## src/rtl/fp51_inst_mem_loader.sv

```systemverilog
`timescale 1ns/1ps
// fp51_inst_mem_loader
// Host-side framed loader/reader for the FP51 instruction memory.
// Frame: SYNC, CMD, ADDR_H, ADDR_L, LEN, [4*LEN data bytes, LSB first], CSUM.
// Optional inter-byte timeout is compiled in with FP51_LOADER_TIMEOUT_EN.
module fp51_inst_mem_loader #(
  parameter int          PC_BITWIDTH    = 16,
  parameter logic [7:0]  SYNC_BYTE      = 8'h5A,
  parameter int          TIMEOUT_CYCLES = 1000000
) (
  input  logic                   clk,
  input  logic                   reset_n,
  input  logic [7:0]             rx_data,
  input  logic                   rx_valid,
  output logic [7:0]             tx_data,
  output logic                   tx_valid,
  input  logic                   tx_ready,
  output logic                   inst_mem_we,
  output logic [PC_BITWIDTH-3:0] inst_mem_wr_addr,
  output logic [31:0]            inst_mem_data_in,
  output logic                   inst_mem_re,
  output logic [PC_BITWIDTH-1:0] inst_mem_re_addr,
  input  logic                   inst_mem_re_enable_out,
  input  logic [31:0]            inst_mem_data_out,
  output logic                   loader_busy,
  output logic                   rx_overrun
);

  localparam int AW = PC_BITWIDTH - 2;

  typedef enum logic [3:0] {
    S_IDLE, S_CMD, S_ADDR_H, S_ADDR_L, S_LEN, S_WDATA, S_CSUM,
    S_RD_REQ, S_RD_WAIT, S_RD_SEND, S_RESP
  } state_t;

  state_t          state, state_nx;
  logic [AW-1:0]   addr;
  logic [7:0]      addr_hi;
  logic [8:0]      words_left;
  logic [1:0]      byte_idx;
  logic [23:0]     wbuf;
  logic [31:0]     rbuf;
  logic [7:0]      rx_sum;
  logic [7:0]      tx_sum;
  logic            is_write;
  logic            resp_pend;
  logic            tx_load;
  logic [7:0]      tx_byte;

  logic       rx_open, in_frame, rx_acc, rx_drop, tx_free, words_last, cmd_ok;
  logic [7:0] sum_chk, rd_byte;
  logic       to_hit;

  assign rx_open    = state inside {S_IDLE, S_CMD, S_ADDR_H, S_ADDR_L, S_LEN, S_WDATA, S_CSUM};
  assign in_frame   = state inside {S_CMD, S_ADDR_H, S_ADDR_L, S_LEN, S_WDATA, S_CSUM};
  assign tx_free    = !tx_valid;
  assign rx_acc     = rx_valid && tx_free && rx_open;
  assign rx_drop    = rx_valid && !rx_acc;
  assign words_last = (words_left == 9'd1);
  assign cmd_ok     = (rx_data == 8'h01) || (rx_data == 8'h02);
  assign sum_chk    = rx_sum + rx_data;
  assign rd_byte    = rbuf[{byte_idx, 3'b000} +: 8];
  assign inst_mem_re_addr = {addr, 2'b00};

`ifdef FP51_LOADER_TIMEOUT_EN
  localparam int TW = $clog2(TIMEOUT_CYCLES + 1);
  logic [TW-1:0] to_cnt;

  // Inter-byte timer: restarts on every accepted byte, idle outside a frame.
  always_ff @(posedge clk or negedge reset_n) begin
    if (!reset_n)                to_cnt <= '0;
    else if (!in_frame || rx_acc) to_cnt <= '0;
    else                         to_cnt <= to_cnt + TW'(1);
  end

  assign to_hit = in_frame && !rx_acc && (to_cnt == TW'(TIMEOUT_CYCLES - 1));
`else
  assign to_hit = 1'b0;
`endif

  // State register.
  always_ff @(posedge clk or negedge reset_n) begin
    if (!reset_n) state <= S_IDLE;
    else          state <= state_nx;
  end

  // Next-state logic; a timeout overrides any frame state.
  always_comb begin
    state_nx = state;
    case (state)
      S_IDLE:    if (rx_acc && rx_data == SYNC_BYTE) state_nx = S_CMD;
      S_CMD:     if (rx_acc) state_nx = cmd_ok ? S_ADDR_H : S_RESP;
      S_ADDR_H:  if (rx_acc) state_nx = S_ADDR_L;
      S_ADDR_L:  if (rx_acc) state_nx = S_LEN;
      S_LEN:     if (rx_acc) state_nx = is_write ? S_WDATA : S_CSUM;
      S_WDATA:   if (rx_acc && byte_idx == 2'd3 && words_last) state_nx = S_CSUM;
      S_CSUM:    if (rx_acc) state_nx = (!is_write && sum_chk == 8'h00) ? S_RD_REQ : S_RESP;
      S_RD_REQ:  state_nx = S_RD_WAIT;
      S_RD_WAIT: if (inst_mem_re_enable_out) state_nx = S_RD_SEND;
      S_RD_SEND: if (tx_free && byte_idx == 2'd3) state_nx = words_last ? S_RESP : S_RD_REQ;
      S_RESP:    if (!resp_pend && tx_valid && tx_ready) state_nx = S_IDLE;
      default:   state_nx = S_IDLE;
    endcase
    if (to_hit) state_nx = S_RESP;
  end

  // Outputs decoded from state, plus which byte (if any) enters the tx slot.
  always_comb begin
    loader_busy = (state != S_IDLE);
    inst_mem_re = (state == S_RD_REQ);
    tx_load     = 1'b0;
    tx_byte     = 8'h00;
    case (state)
      S_CMD:     if (rx_acc && !cmd_ok) begin tx_load = 1'b1; tx_byte = 8'hEE; end
      S_CSUM:    if (rx_acc) begin
                   tx_load = 1'b1;
                   tx_byte = (sum_chk == 8'h00) ? 8'hA5 : 8'hEE;
                 end
      S_RD_SEND: if (tx_free) begin tx_load = 1'b1; tx_byte = rd_byte; end
      S_RESP:    if (resp_pend && tx_free) begin tx_load = 1'b1; tx_byte = 8'h00 - tx_sum; end
      default:   ;
    endcase
    if (to_hit) begin
      tx_load = 1'b1;
      tx_byte = 8'hEE;
    end
  end

  // Single-entry tx slot: holds data/valid until the sink takes it.
  always_ff @(posedge clk or negedge reset_n) begin
    if (!reset_n) begin
      tx_valid <= 1'b0;
      tx_data  <= 8'h00;
    end else if (tx_load) begin
      tx_valid <= 1'b1;
      tx_data  <= tx_byte;
    end else if (tx_valid && tx_ready) begin
      tx_valid <= 1'b0;
    end
  end

  // Frame datapath: header capture, word assembly, write strobe, readback sequencing.
  always_ff @(posedge clk or negedge reset_n) begin
    if (!reset_n) begin
      addr             <= '0;
      addr_hi          <= 8'h00;
      words_left       <= 9'd0;
      byte_idx         <= 2'd0;
      wbuf             <= 24'h0;
      rbuf             <= 32'h0;
      rx_sum           <= 8'h00;
      tx_sum           <= 8'h00;
      is_write         <= 1'b0;
      resp_pend        <= 1'b0;
      inst_mem_we      <= 1'b0;
      inst_mem_wr_addr <= '0;
      inst_mem_data_in <= 32'h0;
      rx_overrun       <= 1'b0;
    end else begin
      inst_mem_we <= 1'b0;
      case (state)
        S_IDLE: if (rx_acc && rx_data == SYNC_BYTE) begin
          rx_sum     <= 8'h00;
          tx_sum     <= 8'h00;
          byte_idx   <= 2'd0;
          resp_pend  <= 1'b0;
          rx_overrun <= 1'b0;
        end
        S_CMD: if (rx_acc) begin
          is_write <= (rx_data == 8'h01);
          rx_sum   <= sum_chk;
        end
        S_ADDR_H: if (rx_acc) begin
          addr_hi <= rx_data;
          rx_sum  <= sum_chk;
        end
        S_ADDR_L: if (rx_acc) begin
          addr   <= AW'({addr_hi, rx_data});
          rx_sum <= sum_chk;
        end
        S_LEN: if (rx_acc) begin
          words_left <= (rx_data == 8'h00) ? 9'd256 : {1'b0, rx_data};
          rx_sum     <= sum_chk;
        end
        S_WDATA: if (rx_acc) begin
          rx_sum   <= sum_chk;
          byte_idx <= byte_idx + 2'd1;
          if (byte_idx == 2'd3) begin
            inst_mem_we      <= 1'b1;
            inst_mem_wr_addr <= addr;
            inst_mem_data_in <= {rx_data, wbuf};
            addr             <= addr + AW'(1);
            words_left       <= words_left - 9'd1;
          end else begin
            wbuf[{byte_idx, 3'b000} +: 8] <= rx_data;
          end
        end
        S_RD_WAIT: if (inst_mem_re_enable_out) rbuf <= inst_mem_data_out;
        S_RD_SEND: if (tx_free) begin
          tx_sum   <= tx_sum + rd_byte;
          byte_idx <= byte_idx + 2'd1;
          if (byte_idx == 2'd3) begin
            addr       <= addr + AW'(1);
            words_left <= words_left - 9'd1;
            if (words_last) resp_pend <= 1'b1;
          end
        end
        S_RESP: if (resp_pend && tx_free) resp_pend <= 1'b0;
        default: ;
      endcase
      if (rx_drop) rx_overrun <= 1'b1;
    end
  end

endmodule

```

## config.mk

```make
export PLATFORM = sky130hd
export DESIGN_NAME = fp51_inst_mem_loader
export DESIGN_NICKNAME = d
export VERILOG_FILES = /design/src/rtl/fp51_inst_mem_loader.sv
export SDC_FILE = /design/constraint.sdc
export NUM_CORES = 1
export LEC_CHECK = 0
export CAP_MARGIN = 20
export CORE_MARGIN = 2
export CORE_UTILIZATION = 50
export DETAILED_ROUTE_END_ITERATION = 6
export PLACE_DENSITY = 0.74
export RECOVER_POWER = 25
export SETUP_SLACK_MARGIN = 0.3
export SYNTH_ARGS = -nofsm -noshare
export SYNTH_HDL_FRONTEND = slang
export SYNTH_SLANG_ARGS = --single-unit
export TNS_END_PERCENT = 100
```

## constraint.sdc

```tcl
create_clock -name clk -period 2.77 [get_ports clk]
set_input_delay 0.554 -clock clk [delete_from_list [all_inputs] [get_ports clk]]
set_output_delay 0.554 -clock clk [all_outputs]
set_load 0.05 [all_outputs]
```

==> results of run 1 <==
## per-layer routing
layer	track usage	up-vias	wire length, µm
li1	-	3111	-
met1	0.3280	3218	9343
met2	0.3582	164	9416
met3	0.04985	38	918
met4	0.08392	0	437
met5	0	-	0
## placed cells by master, fill, tap and decap left out, types with 5 or more instances in the layout
| master | n |
|---|---|
| dfrtp_1 | 163 |
| clkdlybuf4s50_1 | 110 |
| nand2_1 | 98 |
| mux2_2 | 85 |
| buf_4 | 57 |
| o21ai_0 | 52 |
| nor2_1 | 48 |
| a21oi_1 | 36 |
| ha_1 | 19 |
| inv_1 | 17 |
| clkbuf_16 | 17 |
| xnor2_1 | 14 |
| nand3_1 | 12 |
| and3_1 | 11 |
| nor3_1 | 11 |
| a31oi_1 | 11 |
| nor2b_1 | 9 |
| mux4_2 | 8 |
| o31ai_1 | 8 |
| o22a_1 | 7 |
| a21o_1 | 7 |
| a22oi_1 | 7 |
| a22o_1 | 5 |
| a2bb2oi_1 | 5 |
| o21bai_1 | 5 |
## repair_timing
action,in CTS,in global routing
buffers inserted,7,7
gates resized for setup,10,16
hold buffers,0,0
endpoints found under the setup margin,13,29
endpoints found under the hold margin,0,0
pin swaps,5,13
## registers in the layout, indices dropped and copies added (netlist names)
register / flops
inst_mem_wr_addr: 14
rx_sum: 8
is_write: 1
state: 4
byte_idx: 2
inst_mem_we: 1
resp_pend: 1
addr: 14
rbuf: 32
tx_valid: 1
tx_data: 8
rx_overrun: 1
tx_sum: 8
inst_mem_data_in: 32
words_left: 9
addr_hi: 6
wbuf: 24
## worst reg2reg max path, cell delays in order, from the launching register on
cell      delay, ps
dfrtp_1         370
buf_12          140
mux4_2          580
ha_4            200
fa_2            340
a21o_1          180
a21oi_2         150
o21bai_1        110
a21oi_2         140
xnor2_1          70
a22o_1          170
## final timing paths
check / end / depth (start not counted) / startpoint
min in group asynchronous: inst_mem_data_in[11] / 1 / reset_n
worst max register to register: tx_sum[6] / 10 / byte_idx[0]
worst max-delay path: tx_sum[6] / 10 / byte_idx[0]
worst min register to register: wbuf[7] / 2 / wbuf[7]
worst min-delay path: wbuf[7] / 2 / wbuf[7]
max in group asynchronous: words_left[6] / 2 / reset_n
## kinds of logic (layout without fill, tap and decap cells)
| group | Yosys count | after routing | synth area share |
|---|---|---|---|
| AOI/OAI and AO/OA | 179 | 179 | 0.1362 |
| and+or+nand+nor | 232 | 232 | 0.1365 |
| muxes | 97 | 97 | 0.1404 |
| DFF | 166 | 166 | 0.4954 |
| other | 1 | 2 | 0.0004472 |
| buffers and inverters | 62 | 228 | 0.03312 |
| xor gates and xnor gates | 18 | 18 | 0.01880 |
| adders and majority gates | 25 | 25 | 0.03909 |
## Yosys cell counts, types with 8 or more instances
cell,n
clkbuf_1,28
nand3_1,13
and3_1,11
nor2_1,49
o31ai_1,11
nor3_1,11
buf_2,9
mux2_2,85
inv_1,17
xnor2_1,14
mux4_2,8
o21ai_0,53
nor2b_1,9
ha_1,23
dfrtp_1,166
a31oi_1,11
nand2_1,98
a21oi_1,39
## through the flow
step / cell area, µm² / setup TNS (ps) / setup WS [ps]
6_report: 10840 / 0 / 195.0
5_1_grt: 10840 / 0 / 98.65
4_1_cts: 10750 / 0 / 178.0
3_5_place_dp: 10100 / -2309 / -204.2
3_3_place_gp: 10100 / -1251 / -117.2
2_1_floorplan: 8429 / 0 / 267.7
## power groups by stage
stage	registers (mW)	clock network, mW	logic [mW]
after detailed placement	3.86	0	5.47
after global placement	3.83	0	5.37
after global routing	3.94	2.41	6.30
final	3.83	2.26	5.81
after floorplan	4.32	0	3.26
after CTS	3.83	2.31	5.66
## cell type report
| cell class | instances | area share |
|---|---|---|
| flip-flops and latches | 166 | 0.3837 |
| multi-input cells | 553 | 0.3767 |
| repair buffers | 180 | 0.1563 |
| clock buffers | 20 | 0.04122 |
| well taps | 220 | 0.02540 |
| clock inverters | 11 | 0.01074 |
| inverters | 17 | 0.005888 |
==> summary.txt, run 1 <==
Yosys
  • Mapped Area: 8386 µm²
  • #FFs+latches synth: 166
  • Synthesized area per cell: 10.75 µm²
  • Top cell type by total area after synthesis: dfrtp_1
  • Post-Syn Instances: 780
  • Top cells by area, synth: dfrtp_1, mux2_2, nand2_1
  • Area fraction of the dominant cell type after synthesis: 0.4954
  • Register area share after synthesis: 0.4954
  • Synth Flop Type: dfrtp_1
  • Yosys warns: 0
  • Synth cell types: 66
  • Synth async-reset ratio: 1.000
  • Post-synth EDFFs: 0

Run
  • Maxcap violations: 1

Critical path
  • Setup CP Type: register to register
  • Critical Path RT: 3080 ps
  • CP Max Fanout: 8
  • Worst path buffer plus inverter count: 1
  • Crit path launch type: register
  • CP Capture Type: register
  • Worst R2R Setup Slack: 200 ps
  • Worst-path cell chain: buf_12 -> mux4_2 -> ha_4 -> fa_2 -> a21o_1 -> a21oi_2 -> o21bai_1 -> a21oi_2 -> xnor2_1 -> a22o_1
  • Slowest stage cell, crit path: mux4_2
  • Crit path max-delay family: compound AO/OA/AOI/OAI gates
  • Critical Path Max Stage Delay: 570 ps
  • Worst EP arrival: 2890 ps
  • Most common cell on crit path: a21oi_2

STA
  • Skew final: 8.800 ps
  • Fin crit share: 0.9296
  • Final hold viol count: 0
  • Worst Hold Margin: 481.0 ps
  • Slew Viols, Final: 67
  • Worst Max-Slew Pin Slew: 1643 ps
  • Max Fclk: 0.3884 GHz
  • Fin crit period: 2575 ps
  • RSZ-0062 raised after global routing: true
  • Slew headroom: -0.09517
  • Setup violators final: 0

Outcome
  • Status: finished with violations
  • Failing checks: max-capacitance violations, max-slew violations

Min path
  • HP Class: register to register

Floorplan
  • Initial Util: 0.5093
  • I/O Pins: 120
  • Die X: 133.5 µm
  • Core Box Area: 16470 µm²
  • DIE HEIGHT: 133.5 µm
  • Row Count: 47
  • Die area: 17820 µm²

Final layout
  • Post-Route Utilization: 0.6581
  • Diodes inserted: 0
  • Nets: 1005
  • Layout cells sized above 1: 0.2408
  • Synth-to-Final Area Change: 29.23%
  • FF+latch area: 4158 µm²
  • Multi-input gate area: 4083 µm²
  • FILL cells: 1295
  • Post-route insts no fill: 1167

Pwr
  • Peak VDD IR: 649.8 µV
  • Pwr Total: 11.89 mW
  • Sw Ratio: 0.4081
  • Clock power share: 0.190
  • P_leak: 4.853 nW
  • Psw: 4.853 mW
  • Flop pwr share: 0.322
  • Internal: 7.038 mW
  • Power per Cell Area: 1097 nW/µm²
  • Combinational Power Share: 0.488

Placement
  • GP Congestion: 0.9127
  • Placed Instances: 1122
  • Detailed-placement wirelength estimate: 14010 µm
  • PortBufs: 117

Clock tree
  • Clk Latency, worst-skew pair: 430 ps
  • CTS tree: yes
  • TritonCTS buffer count: 17
  • H-tree depth: 4
  • Root Driver: clkbuf_16
  • CTS sink cnt: 166
  • Buffer depth of the longest clock path: 2
  • Clock transition at path regs: 60 ps

Route
  • Final WL: 20120 µm
  • DR iter-0 viols: 442
  • Initial DRT Pass Iterations: 4
  • Post-route DRC violation count: 0
  • DR WL/cell: 17.24 µm
  • Vias: 6531
  • Post-route ant nets: 0
  • Vias per inst: 5.596

Global routing
  • GRT overflow: 0
  • Initial antenna violation count: 0
  • Largest net degree at the start of global routing: 67
  • First-pass GRT wire length: 32690 µm
  • Vias in the first global route: 6399
  • Gr usage total: 0.2327
Note: power is estimated with default switching activity, not from simulation.
==> run 2: changes to the inputs <==
Settings changed: CTS_CLUSTER_DIAMETER set to 30, SETUP_SLACK_MARGIN 0.3 to unset.
==> summary.txt, run 2 (same netlist as run 1, synthesis figures left out) <==
Outcome
  • Status: finished with violations
  • Failing checks: max-capacitance violations, max-slew violations

Global routing
  • Vias in the first global route: 6500 (+1.6%)
  • First-pass GRT wire length: 34020 µm (+4.1%)
  • Initial antenna violation count: 0 (unchanged)
  • Largest net degree at the start of global routing: 62 (-7.5%)
  • GR Layer Usage met2: 0.3940 (+0.03580)
  • Grt met1 use: 0.3425 (+0.01455)
  • Gr usage total: 0.2433 (+0.01061)
  • Most Used Layer, Global Route: met2
  • GRT overflow: 0 (unchanged)
  • M3 GR Usage: 0.04756 (-0.002283)

Final layout
  • FF+latch area: 4155 µm² (about the same)
  • Multi-input gate area: 3976 µm² (-2.6%)
  • Nets: 1011 (+0.60%)
  • Layout cells sized above 1: 0.2254 (-0.01539)
  • Largest regs: inst_mem_data_in (32), rbuf (32), wbuf (24)
  • Post-route cell area: 10750 µm² (-0.76%)
  • Post-route insts no fill: 1174 (+0.60%)
  • Commonest non-fill, non-tap cells in the layout: dfrtp_1, clkdlybuf4s50_1, nand2_1
  • FILL cells: 1324 (+2.2%)
  • Diodes inserted: 0 (unchanged)
  • Commonest non-fill, non-tap cell in the layout: dfrtp_1
  • Synth-to-Final Area Change: 28.25%

STA
  • Fin crit period: 2694 ps (+119.1 ps)
  • Final hold viol count: 0 (unchanged)
  • Worst Max-Slew Pin Slew: 1538 ps (-104.9 ps)
  • RSZ-0062 raised after global routing: false
  • Slew headroom: -0.02525 (+0.06993)
  • Skew final: 8.399 ps (-0.4005 ps)
  • Fin worst setup slack: 75.96 ps (-119.1 ps)
  • Slew Viols, Final: 61 (-9.0%)
  • Setup violators final: 0 (unchanged)
  • TNS Setup: 0 ps (unchanged)
  • Max Fclk: 0.3712 GHz (-4.4%)
  • Fin crit share: 0.9726 (+0.04299)

Critical path
  • Worst path buffer plus inverter count: 0 (-1)
  • CP Max Fanout: 4 (-4)
  • Critical Path Max Stage Delay: 580 ps (about the same)
  • Worst EP arrival: 3010 ps (+120 ps)
  • Worst-path cell chain: mux4_2 -> ha_1 -> a21o_1 -> a211oi_2 -> o21a_1 -> nor3b_1 -> nand2b_1 -> a221o_1
  • Crit path launch type: register
  • Critical Path RT: 3080 ps (about the same)
  • Slowest stage cell, crit path: mux4_2
  • CP Capture Type: register
  • Setup CP Type: register to register
  • Crit path max-delay family: compound AO/OA/AOI/OAI gates

Floorplan
  • Core Box Area: 16470 µm² (unchanged)
  • Die X: 133.5 µm (unchanged)
  • Die area: 17820 µm² (unchanged)
  • Initial Util: 0.5093 (unchanged)
  • I/O Pins: 120 (unchanged)
  • DIE HEIGHT: 133.5 µm (unchanged)
  • Row Count: 47 (unchanged)

Route
  • DR WL/cell: 17.70 µm (+2.7%)
  • DR iter-0 viols: 460 (+4.1%)
  • Vias: 6588 (+0.87%)
  • Post-route DRC violation count: 0 (unchanged)
  • Vias per inst: 5.612 (+0.27%)
  • Initial DRT Pass Iterations: 5 (+1)
  • Post-route ant nets: 0 (unchanged)
  • Final WL: 20780 µm (+3.3%)

Placement
  • GP Congestion: 0.9247 (+1.3%)
  • Pre-CTS setup slack: -175.3 ps (+28.87 ps)
  • PortBufs: 117 (unchanged)
  • Placed Instances: 1141 (+1.7%)
  • Detailed-placement wirelength estimate: 14300 µm (+2.1%)
  • Placed inst area: 10170 µm² (+0.71%)

Pwr
  • Pwr Total: 11.84 mW (-0.45%)
  • P_leak: 4.853 nW (about the same)
  • Power per Cell Area: 1101 nW/µm² (+0.32%)
  • Peak VDD IR: 702.5 µV (+8.1%)

Clock tree
  • CTS tree: yes
  • Root Driver: clkbuf_16
  • # hold bufs at CTS: 0 (unchanged)
  • Buffer depth of the longest clock path: 2 (unchanged)
  • Clock transition at path regs: 70 ps (about the same)
  • Clk Latency, worst-skew pair: 430 ps (about the same)
  • H-tree depth: 4 (unchanged)
  • TritonCTS buffer count: 17 (unchanged)
  • CTS sink cnt: 166 (unchanged)

Min path
  • HP Class: register to register

Run
  • Maxcap violations: 1 (unchanged)
[run 2: changes by cell type in the layout (fill, tap and decap cells not counted), sizes merged]
cell	before	now
clkinv	3	5
clkdlybuf4s50	110	114
dlygate4sd2	2	0
buf	63	70
dlymetal6s2s	2	0
clkbuf	23	22
inv	22	21
[run 2: area by class of cell]
class,count,area share
Multi-Input combinational cell,553,0.3697
Tap cell,220,0.02560
Clock buffer,20,0.04154
Inverter,17,0.005934
Sequential cell,166,0.3864
Clock inverter,12,0.01117
Timing Repair Buffer,186,0.1596
[run 2: worst min-delay path, delay by kind of cell (launching register included)]
kind,cells,cell delay (ps)
DFF,1,340
and+or+nand+nor,1,50
AOI/OAI and AO/OA,1,60
[run 2: final timing paths]
kind	from	to	slack [ps]	cells past startpoint
setup / recovery	byte_idx[0]	tx_sum[7]	80	8
hold / removal	wbuf[3]	wbuf[3]	480	2
setup reg to reg	byte_idx[0]	tx_sum[7]	80	8
hold reg to reg	wbuf[3]	wbuf[3]	480	2
max in group asynchronous	reset_n	addr_hi[1]	890	2
min in group asynchronous	reset_n	inst_mem_data_in[12]	500	1
[run 2: metrics by stage]
stage                 util  hold slack [ps]
finish              0.6531            484.6
global route        0.6531            514.9
CTS                 0.6522            117.5
detailed placement  0.6177            471.0
global placement    0.6177            459.5
floorplan                -            258.4
[run 2: timing repair]
action / 4_1_cts / 5_1_grt
setup endpoints to repair: 1 / 7
gates cloned: 0 / 0
gates resized for setup: 1 / 4
pin swaps: 0 / 1
setup buffers: 0 / 1
[run 2: report_power, final]
group          switching, mW  internal [mW]
Combinational           3.15           2.55
Clock                   1.03           1.28
Sequential             0.672           3.16
Total                   4.85           6.99
[run 2: layer usage]
metal  routed length (µm)  part of all wire
met1                 9498              0.46
met4                  206            0.0099
met3                  923             0.044
met2                10150              0.49
met5                    0                 0
==> run 3: changes to the inputs <==
==> constraint.sdc (replaced) <==
create_clock -name clk -period 2.77 [get_ports clk]
set_input_delay 0.4155 -clock clk [delete_from_list [all_inputs] [get_ports clk]]
set_output_delay 0.4155 -clock clk [all_outputs]
set_load 0.05 [all_outputs]
==> summary.txt, run 3 (same netlist as run 1, synthesis figures left out) <==
Pwr
  • Flop pwr share: 0.332 (+0.009)
  • Peak VDD IR: 590.1 µV (-16%)
  • P_leak: 4.794 nW (-1.2%)
  • Psw: 4.777 mW (-1.5%)
  • Combinational Power Share: 0.475 (-0.007)
  • Power per Cell Area: 1086 nW/µm² (-1.4%)
  • Clock power share: 0.193 (-0.002)
  • Internal: 6.776 mW (-3.0%)
  • Sw Ratio: 0.4135 (+0.003644)

STA
  • Skew final: 9.587 ps (+1.187 ps)
  • Fin worst setup slack: 174.2 ps (+98.27 ps)
  • Worst Max-Slew Pin Slew: 1439 ps (-98.37 ps)
  • Fin crit share: 0.9371 (-0.03548)
  • Slew Viols, Final: 0 (-100%)
  • Max Fclk: 0.3852 GHz (+3.8%)
  • Slew headroom: 0.04034 (+0.06558)
  • Setup violators final: 0 (unchanged)
  • Fin crit period: 2596 ps (-98.27 ps)
  • RSZ-0062 raised after global routing: false
  • Worst Hold Margin: 480.8 ps (-3.805 ps)
  • Final hold viol count: 0 (unchanged)

Route
  • Post-route ant nets: 0 (unchanged)
  • Vias: 6498 (-1.4%)
  • Post-route DRC violation count: 0 (unchanged)
  • Initial DRT Pass Iterations: 7 (+2)
  • DR WL/cell: 17.35 µm (-2.0%)
  • DR iter-0 viols: 434 (-5.7%)
  • Vias per inst: 5.597 (-0.26%)
  • Final WL: 20140 µm (-3.1%)

Critical path
  • CP Capture Type: register
  • Worst EP arrival: 2910 ps (-100 ps)
  • Critical Path RT: 3080 ps (about the same)
  • Crit path launch type: register
  • CP Max Fanout: 4 (unchanged)
  • Setup CP Type: register to register

Placement
  • Placed Instances: 1128 (-1.1%)
  • Placed inst area: 10090 µm² (-0.81%)
  • GP Congestion: 0.9420 (+1.9%)
  • Detailed-placement wirelength estimate: 14130 µm (-1.2%)
  • PortBufs: 117 (unchanged)
  • Pre-CTS setup slack: -52.61 ps (+122.7 ps)

Final layout
  • Post-route insts no fill: 1161 (-1.1%)
  • Largest regs: inst_mem_data_in (32), rbuf (32), wbuf (24)
  • Diodes inserted: 0 (unchanged)
  • Layout cells sized above 1: 0.2125 (-0.01283)
  • Post-route cell area: 10640 µm² (-1.1%)
  • Post-Route Utilization: 0.6462 (-0.006915)
  • Commonest non-fill, non-tap cell in the layout: dfrtp_1
  • Synth-to-Final Area Change: 26.89%
  • Nets: 998 (-1.3%)
  • Commonest non-fill, non-tap cells in the layout: dfrtp_1, clkdlybuf4s50_1, nand2_1

Clock tree
  • Clock transition at path regs: 70 ps (about the same)
  • Setup Buffers After CTS: 0 (unchanged)
  • CTS tree: yes
  • Clk Latency, worst-skew pair: 420 ps (about the same)
  • TritonCTS buffer count: 17 (unchanged)
  • Root Driver: clkbuf_16
  • H-tree depth: 4 (unchanged)
  • Buffer depth of the longest clock path: 2 (unchanged)
  • CTS sink cnt: 166 (unchanged)

Outcome
  • Status: finished, final reports clean

Floorplan
  • Die area: 17820 µm² (unchanged)
  • I/O Pins: 120 (unchanged)
  • DIE HEIGHT: 133.5 µm (unchanged)
  • Row Count: 47 (unchanged)
  • Die X: 133.5 µm (unchanged)
  • Core Box Area: 16470 µm² (unchanged)
  • Initial Util: 0.5093 (unchanged)

Global routing
  • GRT overflow: 0 (unchanged)
  • Initial antenna violation count: 0 (unchanged)
  • First-pass GRT wire length: 33620 µm (-1.2%)
  • Gr usage total: 0.2399 (-0.003424)
  • Largest net degree at the start of global routing: 59 (-4.8%)
  • Vias in the first global route: 6512 (+0.18%)

Run
  • Maxcap violations: 0 (-1)

Min path
  • HP Class: register to register
-- run 3: cell types whose count changed in the layout (fill, tap and decap cells not counted), sizes merged, moves of 2 or more --
cell / previous run / this run
clkinvlp: 2 / 0
clkinv: 5 / 7
inv: 21 / 23
buf: 70 / 55
-- run 3: repair_timing --
item	in CTS	in global routing
endpoints found under the setup margin	1	2
hold endpoints to repair	55	0
hold buffers	1	0
gates resized for setup	1	2
-- run 3: layout make-up --
cell class | instances | area, µm²
clock inverters | 13 | 112.6
multi-input cells | 553 | 3968
repair buffers | 173 | 1623
fillers | 1344 | 5826
flip-flops and latches | 166 | 4155
inverters | 17 | 63.81
clock buffers | 19 | 442.9
well taps | 220 | 275.3
-- run 3: per-layer routing --
| metal | vias up | track usage | part of all wire | wire length, µm |
|---|---|---|---|---|
| met4 | 0 | 0.05969 | 0.013 | 257 |
| li1 | 3113 | - | - | - |
| met1 | 3162 | 0.3400 | 0.46 | 9210 |
| met5 | - | 0 | 0 | 0 |
| met3 | 21 | 0.05137 | 0.053 | 1058 |
| met2 | 202 | 0.3803 | 0.48 | 9613 |
-- run 3: worst max-delay path: stages (launching register included) --
cell and delay [ps]:
dfrtp_2 410, mux4_2 550, ha_1 230, fa_1 390, a21o_1 170, a21oi_1 220, o21bai_1 90, a21oi_1 180
xnor2_1 80, a22o_1 170
-- run 3: power by group through the flow --
| stage | clock, mW | combinational [mW] | sequential, mW |
|---|---|---|---|
| after floorplan | 0 | 3.23 | 4.31 |
| after global placement | 0 | 5.34 | 3.84 |
| after detailed placement | 0 | 5.44 | 3.86 |
| after CTS | 2.27 | 5.48 | 3.83 |
| after global routing | 2.38 | 6.00 | 3.95 |
| final | 2.23 | 5.49 | 3.84 |
-- run 3: metrics by stage --
stage	setup TNS, ps	total power [mW]
after floorplan	0	7.539
after detailed placement	-146.4	9.304
after global routing	0	12.33
after CTS	0	11.58
after global placement	-17.20	9.179
final	0	11.55
-- run 3: path summary, 6_finish.rpt --
check	startpoint	to	slack, ps	depth (start not counted)
setup / recovery	byte_idx[0]	tx_sum[6]	170	9
hold / removal	wbuf[12]	wbuf[12]	480	2
setup reg to reg	byte_idx[0]	tx_sum[6]	170	9
hold reg to reg	wbuf[12]	wbuf[12]	480	2
max in group asynchronous	reset_n	byte_idx[0]	500	3
min in group asynchronous	reset_n	inst_mem_data_in[15]	870	2
